==> src/rtl/pe_out_act_tx.sv <==
// PE output activation transmitter: buffers result activations and sends them
// as DATA flits over a valid/ready link, closing each layer with an EOL flit.
module pe_out_act_tx #(
   parameter int DATA_W = 16,
   parameter int IDX_W  = 8,
   parameter int DEST_W = 4,
   parameter int DEPTH  = 8
) (
   input  logic                              clk,
   input  logic                              rst_n,
   input  logic                              push_out,
   input  logic [DATA_W-1:0]                 out_data,
   input  logic [IDX_W-1:0]                  out_idx,
   output logic                              out_full,
   output logic                              out_full_next,
   output logic [$clog2(DEPTH):0]            queue_count,
   input  logic                              flush_req,
   output logic                              flush_done,
   output logic                              overflow_err,
   output logic                              tx_valid,
   output logic [2+DEST_W+IDX_W+DATA_W-1:0]  tx_flit,
   input  logic                              tx_ready
);

   localparam int AW     = $clog2(DEPTH);
   localparam int PTR_W  = AW + 1;
   localparam int ENT_W  = IDX_W + DATA_W;
   localparam int FLIT_W = 2 + DEST_W + IDX_W + DATA_W;

   typedef enum logic [1:0] {
      S_IDLE,
      S_DRAIN,
      S_EOL
   } state_t;

   state_t             state;
   logic [ENT_W-1:0]   mem [DEPTH];
   logic [PTR_W-1:0]   wptr;
   logic [PTR_W-1:0]   rptr;
   logic [PTR_W-1:0]   count_next;
   logic [ENT_W-1:0]   head;
   logic [IDX_W-1:0]   head_idx;
   logic [DATA_W-1:0]  head_data;
   logic               empty;
   logic               push_acc;
   logic               pop;
   logic               eol_load;

   // Pointers carry an extra wrap bit, so their difference is the fill level.
   assign queue_count   = wptr - rptr;
   assign empty         = (wptr == rptr);
   assign out_full      = (queue_count == PTR_W'(DEPTH));
   assign push_acc      = push_out & ~out_full;
   assign pop           = ~empty & (~tx_valid | tx_ready);
   assign eol_load      = (state == S_DRAIN) & empty & (~tx_valid | tx_ready);
   assign count_next    = queue_count + PTR_W'(push_acc) - PTR_W'(pop);
   assign out_full_next = (count_next == PTR_W'(DEPTH));

   assign head      = mem[rptr[AW-1:0]];
   assign head_idx  = head[ENT_W-1:DATA_W];
   assign head_data = head[DATA_W-1:0];

   // NOTE: the storage array has no reset; the pointers alone define which
   // entries are valid, so clearing the data would only cost reset fan-out.
   always_ff @(posedge clk) begin
      if (push_acc) begin
         mem[wptr[AW-1:0]] <= {out_idx, out_data};
      end
   end

   // NOTE: all state uses non-blocking assignments so every register samples
   // the pre-edge values, independent of statement order in this block.
   always_ff @(posedge clk or negedge rst_n) begin
      if (!rst_n) begin
         state        <= S_IDLE;
         wptr         <= '0;
         rptr         <= '0;
         tx_valid     <= 1'b0;
         tx_flit      <= '0;
         flush_done   <= 1'b0;
         overflow_err <= 1'b0;
      end else begin
         flush_done <= 1'b0;
         if (push_acc) wptr <= wptr + 1'b1;
         if (push_out && out_full) overflow_err <= 1'b1;
         if (pop) rptr <= rptr + 1'b1;

         // Buffered data always wins the output register; EOL only goes out
         // once nothing is left ahead of it.
         if (pop) begin
            tx_valid <= 1'b1;
            tx_flit  <= {2'b01, head_idx[DEST_W-1:0], head_idx, head_data};
         end else if (eol_load) begin
            tx_valid <= 1'b1;
            tx_flit  <= {2'b10, {(FLIT_W-2){1'b0}}};
         end else if (tx_ready) begin
            tx_valid <= 1'b0;
         end

         case (state)
            S_IDLE:  if (flush_req) state <= S_DRAIN;
            S_DRAIN: if (eol_load) state <= S_EOL;
            S_EOL: begin
               if (tx_ready) begin
                  flush_done <= 1'b1;
                  state      <= S_IDLE;
               end
            end
            default: state <= S_IDLE;
         endcase
      end
   end

endmodule

==> config.mk <==
export PLATFORM = sky130hd
export DESIGN_NAME = pe_out_act_tx
export DESIGN_NICKNAME = d
export VERILOG_FILES = /design/src/rtl/pe_out_act_tx.sv
export SDC_FILE = /design/constraint.sdc
export NUM_CORES = 1
export LEC_CHECK = 0
export CORE_ASPECT_RATIO = 0.5
export CORE_UTILIZATION = 45
export CTS_CLUSTER_DIAMETER = 60
export CTS_CLUSTER_SIZE = 30
export DETAILED_ROUTE_END_ITERATION = 16
export DONT_BUFFER_PORTS = 1
export GPL_TIMING_DRIVEN = 1
export PLACE_DENSITY = 0.72
export SLEW_MARGIN = 30
export SYNTH_ARGS = -nofsm -noshare
export SYNTH_HDL_FRONTEND = slang
export SYNTH_SLANG_ARGS = --single-unit
==> constraint.sdc <==
create_clock -name clk -period 5.6 [get_ports clk]
set_input_delay 0.56 -clock clk [delete_from_list [all_inputs] [get_ports clk]]
set_output_delay 0.56 -clock clk [all_outputs]
set_load 0.005 [all_outputs]
==> impl_metrics.prom <==
# TYPE chip_impl_metric gauge
chip_impl_info{name="outcome",value="finished clean"} 1
chip_impl_metric{name="grt_util_met3",unit=""} 0.0284
chip_impl_info{name="most_common_cell_in_the_netlist",value="sky130_fd_sc_hd__edfxtp_1"} 1
chip_impl_metric{name="worst-path-max-fanout",unit=""} 51
chip_impl_metric{name="p_leak",unit="nW"} 3.23
chip_impl_info{name="cts_root_buf",value="sky130_fd_sc_hd__clkbuf_16"} 1
chip_impl_metric{name="floorplan.io_pins",unit=""} 68
chip_impl_metric{name="grt.total_usage",unit=""} 0.168
chip_impl_metric{name="clock_net_sink_count",unit=""} 231
chip_impl_metric{name="timing.setup.tns",unit="ns"} 0
chip_impl_metric{name="antenna_left",unit=""} 0
chip_impl_metric{name="hold_violations",unit=""} 0
chip_impl_metric{name="slew_limit_headroom",unit=""} 0.469
chip_impl_metric{name="clock_insertion_delay_worst_skew",unit="ns"} 0.47
chip_impl_metric{name="viasPerCell",unit=""} 5.71
chip_impl_metric{name="timing_worst_slew_pin_value",unit="ns"} 0.797
chip_impl_metric{name="clkPwrFrac",unit=""} 0.193
chip_impl_metric{name="grt_pass1_vias",unit=""} 4304
chip_impl_metric{name="critical_path_buf_inv_count",unit=""} 4
chip_impl_metric{name="p_total",unit="mW"} 5.29
chip_impl_info{name="crit_chain",value="buf_4 -> fa_1 -> xor2_1 -> ha_1 -> nand3_1 -> nand2_1 -> ha_1 -> inv_1 -> ha_1 -> inv_1 -> fa_1 -> xnor2_1 -> nor4b_1 -> buf_4"} 1
chip_impl_info{name="global_route_layer_with_the_greatest_usage",value="met2"} 1
chip_impl_metric{name="drt_wl_total",unit="mm"} 17.0
chip_impl_metric{name="dieArea",unit="sq um"} 20600
chip_impl_metric{name="grt_use_met1",unit=""} 0.242
chip_impl_metric{name="portion_of_synthesized_cell_area_occupied_by_the_leading_cell_type",unit=""} 0.641
chip_impl_metric{name="cts-htree-levels",unit=""} 1
chip_impl_metric{name="finish.cell_count_without_fillers",unit=""} 736
chip_impl_info{name="synth_top_cells_by_count",value="sky130_fd_sc_hd__edfxtp_1 (192), sky130_fd_sc_hd__mux4_2 (48), sky130_fd_sc_hd__dfrtp_1 (39)"} 1
chip_impl_metric{name="max_cap_viol_count",unit=""} 0
chip_impl_metric{name="grt_overflow_total",unit=""} 0
chip_impl_metric{name="ys_seq_elements",unit=""} 231
chip_impl_metric{name="power_density_of_the_placed_cells",unit="nW/um^2"} 542
chip_impl_metric{name="max_freq",unit="MHz"} 213
chip_impl_info{name="synthFlopType",value="sky130_fd_sc_hd__edfxtp_1"} 1
chip_impl_metric{name="detail_route.wl_per_cell",unit="um"} 23.1
chip_impl_metric{name="placed_instances",unit=""} 712
chip_impl_info{name="cpLargestDelayFamily",value="adder cells"} 1
chip_impl_metric{name="synth_seq_area_share",unit=""} 0.750
chip_impl_metric{name="dp_hpwl",unit="mm"} 8.88
chip_impl_metric{name="grt_start_max_net_pins",unit=""} 52
chip_impl_metric{name="postSynthAreaPerCell",unit="sq um"} 19.7
chip_impl_metric{name="cellInternalPower",unit="mW"} 3.52
chip_impl_info{name="crit_top_cell",value="sky130_fd_sc_hd__ha_1"} 1
chip_impl_metric{name="via_count",unit=""} 4200
chip_impl_metric{name="floorplan.initialDensity",unit=""} 0.461
chip_impl_metric{name="synth_simple_gate_area_frac",unit=""} 0.0278
chip_impl_info{name="synth.largest_area_cell",value="sky130_fd_sc_hd__edfxtp_1"} 1
chip_impl_metric{name="net-switching-power",unit="mW"} 1.77
chip_impl_info{name="synth_top_cells_by_area",value="sky130_fd_sc_hd__edfxtp_1 (64%), sky130_fd_sc_hd__mux4_2 (12%), sky130_fd_sc_hd__dfrtp_1 (11%)"} 1
chip_impl_metric{name="crit_required",unit="ns"} 5.04
chip_impl_metric{name="synth_warnings",unit=""} 0
chip_impl_metric{name="synth.mux.area_fraction",unit=""} 0.121
chip_impl_metric{name="final_layout_size_suffix_gt1_frac",unit=""} 0.209
chip_impl_metric{name="final_layout_net_count",unit=""} 505
chip_impl_metric{name="placementRows",unit=""} 36
chip_impl_metric{name="groute.layer.met2.usage",unit=""} 0.276
chip_impl_metric{name="final-max-slew-violation-count",unit=""} 0
chip_impl_metric{name="power.combinational.fraction",unit=""} 0.345
chip_impl_info{name="synth_top_family_by_area",value="multiplexers"} 1
chip_impl_metric{name="synth_fa_ha_area_frac",unit=""} 0.0184
chip_impl_metric{name="cp.arrival",unit="ns"} 4.13
chip_impl_metric{name="synth-async-reset-ratio",unit=""} 0.169
chip_impl_metric{name="synth_compound_area_frac",unit=""} 0.0476
chip_impl_metric{name="fp.dieW",unit="um"} 202
chip_impl_metric{name="cts_max_path_buffers",unit=""} 3
chip_impl_metric{name="postSynthNetCount",unit=""} 498
chip_impl_info{name="end_kind",value="output pin"} 1
chip_impl_metric{name="syn-instance-count",unit=""} 457
chip_impl_metric{name="drcViolationCount",unit=""} 0
chip_impl_metric{name="diodes",unit=""} 0
chip_impl_metric{name="final_setup_violation_count",unit=""} 0
chip_impl_metric{name="io_buffer_count",unit=""} 0
chip_impl_metric{name="core_area",unit="sq um"} 19500
chip_impl_metric{name="dp_slack",unit="ns"} 1.40
chip_impl_metric{name="min_period",unit="ns"} 4.69
chip_impl_metric{name="netSwitchingFraction",unit=""} 0.334
chip_impl_metric{name="synth_area",unit="sq um"} 8990
chip_impl_metric{name="areaGrowthSynthToFinish",unit="%"} 8.63
chip_impl_info{name="cts_tree",value="done"} 1
chip_impl_metric{name="yosys.cell_types.count",unit=""} 33
chip_impl_metric{name="post_cts.repair.setup_buffers",unit=""} 0
chip_impl_metric{name="number_of_filler_instances_in_the_final_layout",unit=""} 1552
chip_impl_info{name="worst_path_max_delay_cell",value="sky130_fd_sc_hd__buf_4"} 1
chip_impl_metric{name="timing.final.crit_share",unit=""} 0.837
chip_impl_info{name="hold_class",value="input pin to flip-flop"} 1
chip_impl_metric{name="grt_first_pass_wirelength",unit="mm"} 26.0
chip_impl_metric{name="cts.reportedPaths.clkPinSlew",unit="ns"} 0.11
chip_impl_metric{name="final.setup.worst_slack",unit="ns"} 0.910
chip_impl_metric{name="number_of_search_and_repair_iterations_in_the_first_detailed_routing_pass",unit=""} 4
chip_impl_metric{name="floorplan.die.height",unit="um"} 102
chip_impl_info{name="setup.worst_path.start_class",value="flip-flop"} 1
chip_impl_info{name="timing_worst_setup_path_type",value="flip-flop to output pin"} 1
chip_impl_metric{name="vdd_drop_max",unit="mV"} 0.270
chip_impl_metric{name="cts_made_buffers",unit=""} 13
chip_impl_metric{name="synth_edf_count",unit=""} 192
chip_impl_metric{name="seq_pwr_share",unit=""} 0.462
chip_impl_metric{name="critical-path-max-stage-delay",unit="ns"} 0.61
chip_impl_metric{name="synthXorXnorAreaFrac",unit=""} 0.0106
chip_impl_info{name="setup_repair_after_global_routing_missed_its_margin",value="no"} 1
chip_impl_metric{name="finalWeightedCongestion",unit=""} 0.767
chip_impl_metric{name="drc_violation_total_after_the_first_tritonroute_iteration",unit=""} 367
chip_impl_metric{name="grt_antenna_before_repair",unit=""} 0
chip_impl_metric{name="fin_worst_skew",unit="ns"} 0.0147
## flip-flops by register name, summed over array words and instances (netlist names)
signal,count
tx_valid,1
rptr,4
mem,192
wptr,4
tx_flit,26
overflow_err,1
state,2
flush_done,1
## metrics by stage
| stage | cell area, sq um | util | hold WS (ns) |
|---|---|---|---|
| 2_1_floorplan | 8990 | - | 0.264 |
| 3_3_place_gp | 9290 | 0.476 | 0.266 |
| 3_5_place_dp | 9300 | 0.477 | 0.266 |
| 4_1_cts | 9740 | 0.499 | 0.165 |
| 5_1_grt | 9770 | 0.501 | 0.156 |
| 6_report | 9770 | 0.501 | 0.177 |
## layer usage
layer | share of wire | wire (um)
met5 | 0 | 0
met4 | 0.014 | 244
met3 | 0.053 | 904
met2 | 0.47 | 7980
met1 | 0.46 | 7850
## what timing repair did
item	CTS	global route
gates resized for setup	0	0
hold buffers	2	0
endpoints found under the hold margin	39	0
## path summary, 6_finish.rpt
check | from | endpoint | slack [ns] | depth (start not counted)
setup / recovery | rptr[1] | out_full_next | 0.91 | 14
hold / removal | out_data[4] | mem[3][4] | 0.18 | 0
setup reg to reg | rptr[1] | mem[7][19] | 2.05 | 8
hold reg to reg | state[1] | state[0] | 0.47 | 1
max in group asynchronous | rst_n | rptr[0] | 4.73 | 2
min in group asynchronous | rst_n | tx_flit[23] | 0.63 | 2
## cell type report
| type | count | area, sq um | share of cell area |
|---|---|---|---|
| clock inverters | 7 | 77.6 | 0.00794 |
| clock buffers | 14 | 329 | 0.0337 |
| inverters | 12 | 45.0 | 0.00461 |
| multi-input cells | 188 | 2060 | 0.210 |
| flip-flops and latches | 231 | 6750 | 0.691 |
| repair buffers | 18 | 181 | 0.0186 |
| well taps | 266 | 333 | 0.0341 |
## power groups by stage
stage	clock network, mW	logic, mW	registers (mW)
final	1.02	1.83	2.45
after global routing	1.10	2.03	2.48
after CTS	1.05	1.86	2.45
after detailed placement	0	1.84	2.49
after global placement	0	1.79	2.47
after floorplan	0	1.41	2.42
## placed cells by master (no fill, tap or decap), types with 2 or more instances in the layout
cell type / Yosys / layout
sky130_fd_sc_hd__edfxtp_1: 192 / 192
sky130_fd_sc_hd__mux4_2: 48 / 48
sky130_fd_sc_hd__dfrtp_1: 39 / 37
sky130_fd_sc_hd__nor2_1: 33 / 27
sky130_fd_sc_hd__o21ai_1: 24 / 24
sky130_fd_sc_hd__o2bb2ai_1: 24 / 24
sky130_fd_sc_hd__buf_4: 9 / 14
sky130_fd_sc_hd__clkbuf_16: 0 / 13
sky130_fd_sc_hd__inv_1: 11 / 11
sky130_fd_sc_hd__ha_1: 10 / 10
sky130_fd_sc_hd__nand2_1: 9 / 9
sky130_fd_sc_hd__nor2_2: 0 / 6
sky130_fd_sc_hd__a21o_1: 5 / 5
sky130_fd_sc_hd__xnor2_1: 5 / 5
sky130_fd_sc_hd__xor2_1: 4 / 4
sky130_fd_sc_hd__nand3_1: 4 / 4
sky130_fd_sc_hd__a21oi_1: 3 / 3
sky130_fd_sc_hd__nor2b_1: 2 / 2
sky130_fd_sc_hd__nand2b_1: 2 / 2
sky130_fd_sc_hd__nor3_2: 0 / 2
sky130_fd_sc_hd__clkinv_1: 1 / 2
sky130_fd_sc_hd__nand4_1: 2 / 2
sky130_fd_sc_hd__fa_1: 2 / 2
sky130_fd_sc_hd__inv_6: 0 / 2
sky130_fd_sc_hd__buf_16: 0 / 2
## logic make-up after synthesis
kind of cell / after synthesis
buffers and inverters: 38
DFF: 231
muxes: 49
AOI/OAI and AO/OA: 60
and+or+nand+nor: 57
xor gates and xnor gates: 10
adders and majority gates: 12
No activity file was read; power rests on OpenSTA's default activity.
